[src/rtl/pipe_sequencer_pkg.sv]
// Shared RV32I pipeline types: stage indices, PC select encoding and the
// helper that builds per-stage masks from the pipeline parameters.
package rv32i_types;

  localparam int MAX_STAGES = 8;

  localparam int IF_STG = 0;
  localparam int ID_STG = 1;

  localparam logic PC_SEL_SEQ = 1'b0;
  localparam logic PC_SEL_TGT = 1'b1;

  // Bits lo..hi set, all others clear.
  function automatic logic [MAX_STAGES-1:0] stage_mask(input int lo, input int hi);
    logic [MAX_STAGES-1:0] m;
    m = '0;
    for (int i = 0; i < MAX_STAGES; i++) begin
      m[i] = (i >= lo) && (i <= hi);
    end
    return m;
  endfunction

endpackage

[src/rtl/pipe_sequencer_sat_counter.sv]
// Saturating up-counter with synchronous clear; clear beats increment.
module sat_counter #(
  parameter int W = 32
) (
  input  logic         clk,
  input  logic         reset_n,
  input  logic         clear,
  input  logic         inc,
  output logic [W-1:0] count
);

  logic [W-1:0] count_q;

  always_ff @(posedge clk) begin
    if (!reset_n) begin
      count_q <= '0;
    end else if (clear) begin
      count_q <= '0;
    end else if (inc && (count_q != '1)) begin
      count_q <= count_q + 1'b1;
    end
  end

  assign count = count_q;

endmodule

[src/rtl/pipe_sequencer.sv]
// N-stage stall/flush sequencer: per-stage load/flush enables, PC control,
// redirect-during-fetch handling and saturating performance counters.
//
// pend state | meaning
// PEND_IDLE  | no redirect waiting; PC follows normal stall rules
// PEND_WAIT  | target captured during imem_stall; PC held until fetch returns
module pipe_sequencer
  import rv32i_types::*;
#(
  parameter int NUM_STAGES     = 5,
  parameter int MEM_STAGE      = 3,
  parameter int REDIRECT_STAGE = 2,
  parameter int CNT_W          = 32
) (
  input  logic                  clk,
  input  logic                  reset_n,
  input  logic                  imem_stall,
  input  logic                  dmem_stall,
  input  logic                  load_use_hazard,
  input  logic                  redirect,
  input  logic                  cnt_clear,
  output logic                  pc_load,
  output logic                  pc_sel,
  output logic                  tgt_load,
  output logic [NUM_STAGES-1:0] stage_load,
  output logic [NUM_STAGES-1:0] stage_flush,
  output logic [NUM_STAGES-1:0] stage_valid,
  output logic [CNT_W-1:0]      stall_cnt,
  output logic [CNT_W-1:0]      bubble_cnt,
  output logic [CNT_W-1:0]      retire_cnt
);

  localparam logic [0:0] PEND_IDLE = 1'b0;
  localparam logic [0:0] PEND_WAIT = 1'b1;

  localparam logic [MAX_STAGES-1:0] ALL_W     = stage_mask(ID_STG, NUM_STAGES-1);
  localparam logic [MAX_STAGES-1:0] FRZ_DM_W  = stage_mask(ID_STG, MEM_STAGE);
  localparam logic [MAX_STAGES-1:0] FLS_DM_W  = stage_mask(MEM_STAGE+1, MEM_STAGE+1);
  localparam logic [MAX_STAGES-1:0] FRZ_LU_W  = stage_mask(ID_STG, MEM_STAGE-1);
  localparam logic [MAX_STAGES-1:0] FLS_LU_W  = stage_mask(MEM_STAGE, MEM_STAGE);
  localparam logic [MAX_STAGES-1:0] FLS_IF_W  = stage_mask(ID_STG, ID_STG);
  localparam logic [MAX_STAGES-1:0] FLS_RED_W = stage_mask(ID_STG, REDIRECT_STAGE);

  localparam logic [NUM_STAGES-1:0] ALL_MASK = ALL_W[NUM_STAGES-1:0];
  localparam logic [NUM_STAGES-1:0] FRZ_DM   = FRZ_DM_W[NUM_STAGES-1:0];
  localparam logic [NUM_STAGES-1:0] FLS_DM   = FLS_DM_W[NUM_STAGES-1:0];
  localparam logic [NUM_STAGES-1:0] FRZ_LU   = FRZ_LU_W[NUM_STAGES-1:0];
  localparam logic [NUM_STAGES-1:0] FLS_LU   = FLS_LU_W[NUM_STAGES-1:0];
  localparam logic [NUM_STAGES-1:0] FLS_IF   = FLS_IF_W[NUM_STAGES-1:0];
  localparam logic [NUM_STAGES-1:0] FLS_RED  = FLS_RED_W[NUM_STAGES-1:0];

  logic [0:0]            pend_q, pend_d;
  logic [NUM_STAGES-1:0] valid_q, valid_d;
  logic [NUM_STAGES-1:0] frz, fls;
  logic                  fetch_valid;

  always_comb begin
    frz      = '0;
    fls      = '0;
    pc_load  = 1'b0;
    pc_sel   = PC_SEL_SEQ;
    tgt_load = 1'b0;
    pend_d   = pend_q;
    if (!reset_n) begin
      fls = ALL_MASK;
    end else begin
      if (dmem_stall) begin
        frz = FRZ_DM;
        fls = FLS_DM;
      end else if (load_use_hazard) begin
        frz = FRZ_LU;
        fls = FLS_LU;
      end else if (imem_stall) begin
        fls = FLS_IF;
      end
      // A frozen resolve stage keeps its redirect, so it is simply retried later.
      if (redirect && !frz[REDIRECT_STAGE]) begin
        fls = fls | FLS_RED;
        if (imem_stall) begin
          tgt_load = 1'b1;
          pend_d   = PEND_WAIT;
        end else begin
          pc_load = 1'b1;
          pc_sel  = PC_SEL_TGT;
        end
      end else if (pend_q == PEND_WAIT) begin
        if (!imem_stall && (frz == '0)) begin
          pc_load = 1'b1;
          pc_sel  = PC_SEL_TGT;
          fls     = fls | FLS_IF;
          pend_d  = PEND_IDLE;
        end
      end else if (!imem_stall && (frz == '0)) begin
        pc_load = 1'b1;
      end
    end
  end

  assign stage_load  = reset_n ? (ALL_MASK & ~frz) : '0;
  assign stage_flush = fls;
  assign fetch_valid = valid_q[IF_STG] && !imem_stall && (pend_q == PEND_IDLE);

  always_comb begin
    valid_d         = valid_q;
    valid_d[IF_STG] = 1'b1;
    for (int i = 1; i < NUM_STAGES; i++) begin
      if (fls[i]) begin
        valid_d[i] = 1'b0;
      end else if (stage_load[i]) begin
        valid_d[i] = (i == ID_STG) ? fetch_valid : valid_q[i-1];
      end
    end
  end

  always_ff @(posedge clk) begin
    if (!reset_n) begin
      pend_q  <= PEND_IDLE;
      valid_q <= '0;
    end else begin
      pend_q  <= pend_d;
      valid_q <= valid_d;
    end
  end

  assign stage_valid = valid_q;

  sat_counter #(.W(CNT_W)) u_stall_cnt (
    .clk    (clk),
    .reset_n(reset_n),
    .clear  (cnt_clear),
    .inc    (|frz),
    .count  (stall_cnt)
  );

  sat_counter #(.W(CNT_W)) u_bubble_cnt (
    .clk    (clk),
    .reset_n(reset_n),
    .clear  (cnt_clear),
    .inc    (|fls),
    .count  (bubble_cnt)
  );

  sat_counter #(.W(CNT_W)) u_retire_cnt (
    .clk    (clk),
    .reset_n(reset_n),
    .clear  (cnt_clear),
    .inc    (valid_q[NUM_STAGES-1]),
    .count  (retire_cnt)
  );

endmodule

[config.mk]
export PLATFORM = sky130hd
export DESIGN_NAME = pipe_sequencer
export DESIGN_NICKNAME = d
export VERILOG_FILES = /design/src/rtl/pipe_sequencer_pkg.sv /design/src/rtl/pipe_sequencer_sat_counter.sv /design/src/rtl/pipe_sequencer.sv
export SDC_FILE = /design/constraint.sdc
export NUM_CORES = 1
export LEC_CHECK = 0
export CAP_MARGIN = 20
export CORE_ASPECT_RATIO = 1.25
export CORE_MARGIN = 2
export CORE_UTILIZATION = 55
export CTS_CLUSTER_SIZE = 24
export DETAILED_ROUTE_END_ITERATION = 8
export PLACE_DENSITY_LB_ADDON = 0.12
export REMOVE_ABC_BUFFERS = 1
export SYNTH_ARGS = -nofsm -noshare
export SYNTH_HDL_FRONTEND = slang
export SYNTH_SLANG_ARGS = --single-unit
[constraint.sdc]
create_clock -name clk -period 5.49 [get_ports clk]
set_input_delay 1.098 -clock clk [delete_from_list [all_inputs] [get_ports clk]]
set_output_delay 1.098 -clock clk [all_outputs]
set_load 0.02 [all_outputs]
Yosys cells after proc, flatten, opt, wreduce, memory -nomap -nowiden
Cells that the tools add are included.

word-level totals
  input bits = 7
  output and inout bits = 114
  word-level logic and storage cells = 63
  bits in registers = 102

operators by class
  muxes and demuxes = 27
  add/subtract/negate cells = 3
  equality and inequality tests = 4
  reduce and logical (&&, ||, !) cells = 17
  bitwise gates (word level) = 3

operators with widths
  kind                   count
  $add 32x1->32 const B  3
  $ne 32x32->1 const B   3
  $mux 5                 5
  $mux 1                 15
  $reduce_or 2->1        5
  $reduce_or 5->1        2
  $mux 4                 2
  $logic_and 1x1->1      7
  $mux 2                 3
  $mux 3                 2
  $logic_not 5->1        1
  $not 5->5              1
  $logic_not 1->1        2
  $ne 2x2->1 const B     1
  $not 1->1              2

Longest topological paths before layout
  depth after elaboration = 11
  mapped depth = 9
  depth with buffers taken out = 7

Cells and area by module
A second synthesis with hierarchy kept.

unflattened totals
  cells, all modules = 654
  area, all modules = 5,358.9 um2

by module, submodules not included
  module          cells each  instances  seq. area each (um2)  area each (um2)
  sat_counter     203         3          640.6                 1,667.8
  pipe_sequencer  45          1          120.1                 355.3

Worst setup path before layout
OpenSTA, ideal clock, no wires.

  kind = input to output
  start point = in dmem_stall
  end point = out pc_sel
  buffers on the path = 1
  slack = 2.278 ns
  arrival time = 2.114 ns
  cell stages on the path = 5
  data required time = 4.392 ns
  cell sequence = buf_2 nor2_1 nand2_1 nor2_1 o21a_1

between the ends
  cells in the longest elaborated chain, start to end = 8
  elaborated cells between the ends (all ways) = 10
  classes of those cells = 6 x mux; 4 x reduce/logical

RTL lines
  element            line                  text
  from (decl)        pipe_sequencer.sv:18  input logic dmem_stall,
  $mux 4 *           pipe_sequencer.sv:67  if (dmem_stall) begin
  $mux 5 *           pipe_sequencer.sv:64  if (!reset_n) begin
  $logic_not 5->1    pipe_sequencer.sv:87  if (!imem_stall && (frz == '0)) begin
  $logic_and 1x1->1  pipe_sequencer.sv:87
  $mux 1             pipe_sequencer.sv:87
  $mux 1             pipe_sequencer.sv:86  end else if (pend_q == PEND_WAIT) begin
  $mux 1 *           pipe_sequencer.sv:77  if (redirect && !frz[REDIRECT_STAGE]) begin
  $mux 1 *           pipe_sequencer.sv:64
  to (decl)          pipe_sequencer.sv:23  output logic pc_sel,

Every way passes the cells marked *; elsewhere a longest branch is shown, timed or not. The select of a mux whose other input is x is not followed.

Worst setup path after layout
  start point = in dmem_stall
  end point = out tgt_load

between the ends
  cells in the longest elaborated chain, start to end = 6

RTL lines
  element            line                  text
  $mux 4             pipe_sequencer.sv:67
  $mux 5             pipe_sequencer.sv:64
  $logic_not 1->1    pipe_sequencer.sv:77
  $logic_and 1x1->1  pipe_sequencer.sv:77
  $mux 1             pipe_sequencer.sv:77
  $mux 1             pipe_sequencer.sv:64
  to (decl)          pipe_sequencer.sv:24  output logic tgt_load,

No other way between the ends. The select of a mux whose other input is x is not followed.

==> impl_metrics.toml <==
[die]
die_w_um = 92.0
initial_core_util = 0.560
die_h_um = 114
core-area_um2 = 9510
fp.dieArea_um2 = 10500
io_pins = 121
rows = 40

[cells_and_area]
nFillCells = 756
finalCoreUtilization = 0.719
n_antenna_cell = 0
drive_above_1_share = 0.0789
area_delta_synth_final_pct = 28.5
num-nets-final = 740
instances_no_fill = 861

[run]
max_cap_viol_count = 0

[grt]
grt_pass1_wl_um = 21800
antenna_found_initial = 0
grt_pass1_vias = 4791
overflow = 0
grt_usage = 0.252
grt_max_degree = 56

[timing]
worst_pin_slew_ns = 0.984
relSlewSlack = 0.342
final-hold-violation-count = 0
holdWs_ns = 0.506
fin_crit_ns = 4.11
setup-violations-final = 0
clock_skew_ns = 0.00417
final_max_slew_viol_count = 0
fin_tns_setup_ns = 0
rsz0062_at_grt = "no"
max_freq_mhz = 243
post-route-period-util = 0.749

[clocking]
cts_root_buf = "clkbuf_16"
clk_transition_reported_paths_ns = 0.07
clock-sinks = 102
cts_max_path_buffers = 2
holdBufCountCts = 0
cts_inserted_buffers = 9
cts_setup_buffers = 0
cts_resized = 0
cts_tree = "built"
htree_levels = 3
clk_latency_ns = 0.35

[worst_setup_path]
crit_buf_inv = 3
crit_fanout = 9
path_cells = "clkdlybuf4s50_1, nor2_1, nand2_1, inv_2, and3_1, clkdlybuf4s50_1"
max_stage_delay_ns = 0.64
cp_top_family = "buffers and inverters"
cp_common_cell = "clkdlybuf4s50_1"
worstSetupStartpointType = "input port"
arrival_ns = 3.01
critPathSlowestCell = "clkdlybuf4s50_1"
path_class = "in -> out"
cp.required_ns = 4.39
endpoint_kind = "primary output"

[place]
dp_hpwl_um = 9470
io_buffers = 118
gp_congestion = 0.848
placedCellCount = 841

[logic_synthesis]
synth.top_cell.area_share = 0.384
yosys_register_bits = 102
synthCells = 628
synthTopCellsByArea = "dfxtp_1, a21oi_1, or3_1"
synth_area_um2 = 5320
syn_avg_cell_area_um2 = 8.48
synth_cell_types = 65
yosys.area.top_type = "dfxtp_1"
async_reset_ff_frac = 0
ys_seq_area_frac = 0.384
synth_top_flop_cell = "dfxtp_1"
synth_enable_flop_cells = 0
yosysWarnings = 0

[drt]
wl_per_cell_um = 15.5
first_iter_violations = 217
ant_nets = 0
firstDrtPassIters = 5
drcViolationCount = 0
vias = 5209
wl_um = 13400
vias_per_cell = 6.05

[pwr]
powerDensity_nw_per_um2 = 214
p_leak_nw = 2.04
ir_drop_mv = 0.155

[status]
status = "complete, no violations"

[min_path]
hp-class = "reg -> reg"
[power breakdown]
group	switching, mW	internal (mW)	total [mW]
Clock	0.277	0.377	0.655
Combinational	0.0387	0.0225	0.0612
Sequential	0.00307	0.742	0.745
[metrics by stage]
step | worst slack (ns) | power (mW) | instance area, um^2
6_report | 1.38 | 1.46 | 6840
5_1_grt | 1.26 | 1.50 | 6840
4_1_cts | 1.40 | 1.47 | 6780
3_5_place_dp | 1.41 | 0.819 | 6470
3_3_place_gp | 1.45 | 0.818 | 6470
2_1_floorplan | 2.35 | 0.791 | 5120
[registers in the layout, indices dropped and copies added (netlist names)]
name	flops
stage_valid	5
u_retire_cnt.count	32
pend_q	1
u_bubble_cnt.count	32
u_stall_cnt.count	32
[worst paths after layout]
check,from,end,slack [ns],cells past startpoint
hold reg to reg,u_retire_cnt.count[31],u_retire_cnt.count[31],0.51,2
setup / recovery,dmem_stall,tgt_load,1.38,6
setup reg to reg,u_retire_cnt.count[0],u_retire_cnt.count[6],2.95,6
hold / removal,u_retire_cnt.count[31],u_retire_cnt.count[31],0.51,2
[kinds of logic (layout without fill, tap and decap cells)]
| group | count (synthesis) | in the layout | synth area share |
|---|---|---|---|
| simple gates | 284 | 284 | 0.312 |
| other cells | 1 | 2 | 0.000705 |
| buf+inv | 48 | 154 | 0.0491 |
| flops | 102 | 102 | 0.384 |
| fa+ha+maj | 3 | 3 | 0.00705 |
| compound gates | 167 | 167 | 0.206 |
| mux | 7 | 7 | 0.0132 |
| xor+xnor | 16 | 16 | 0.0277 |
[worst reg2reg max path, delay by kind of cell (launching register included)]
family	cells	cell delay, ns
AOI/OAI and AO/OA	3	1.36
and+or+nand+nor	2	0.43
DFF	1	0.41
adders and majority gates	1	0.26
[cell type report]
cell class | instances | area [um^2] | share of cell area
multi-input cells | 479 | 3030 | 0.443
flip-flops and latches | 102 | 2040 | 0.299
repair buffers | 123 | 1250 | 0.182
clock buffers | 11 | 253 | 0.0369
well taps | 126 | 158 | 0.0230
clock inverters | 5 | 57.6 | 0.00841
inverters | 15 | 56.3 | 0.00823
[placed cells by master, fill, tap and decap left out, types with 10 or more instances in the layout]
cell type,n
clkdlybuf4s50_1,118
dfxtp_1,102
a21oi_1,57
nand2_1,52
or3_1,43
o21ai_0,41
nand3_1,37
nor2_1,30
nand4_1,26
o31ai_1,22
or4_1,21
inv_1,14
and4_1,13
and3_1,10
[per-layer routing]
| metal | routed length (um) | global-route usage | share of wire |
|---|---|---|---|
| met2 | 6710 | 0.441 | 0.50 |
| met3 | 576 | 0.0502 | 0.043 |
| met1 | 5880 | 0.313 | 0.44 |
| met5 | 0 | 0 | 0 |
| met4 | 183 | 0.0786 | 0.014 |
[synthesized netlist by cell type (all sizes together) (2+ instances only)]
| cell type | count |
|---|---|
| a211oi | 2 |
| a21boi | 2 |
| a21oi | 64 |
| a311oi | 2 |
| a31oi | 5 |
| and2 | 7 |
| and3 | 13 |
| and4 | 16 |
| buf | 20 |
| clkbuf | 12 |
| dfxtp | 102 |
| ha | 3 |
| inv | 15 |
| mux2i | 7 |
| nand2 | 53 |
| nand2b | 8 |
| nand3 | 38 |
| nand4 | 28 |
| nor2 | 30 |
| nor2b | 3 |
| nor3 | 8 |
| nor4 | 9 |
| o2111ai | 3 |
| o211ai | 5 |
| o21a | 7 |
| o21ai | 47 |
| o31ai | 26 |
| or2 | 2 |
| or3 | 44 |
| or4 | 22 |
| xnor2 | 9 |
| xor2 | 7 |
Power figures use the tool's default switching activity.
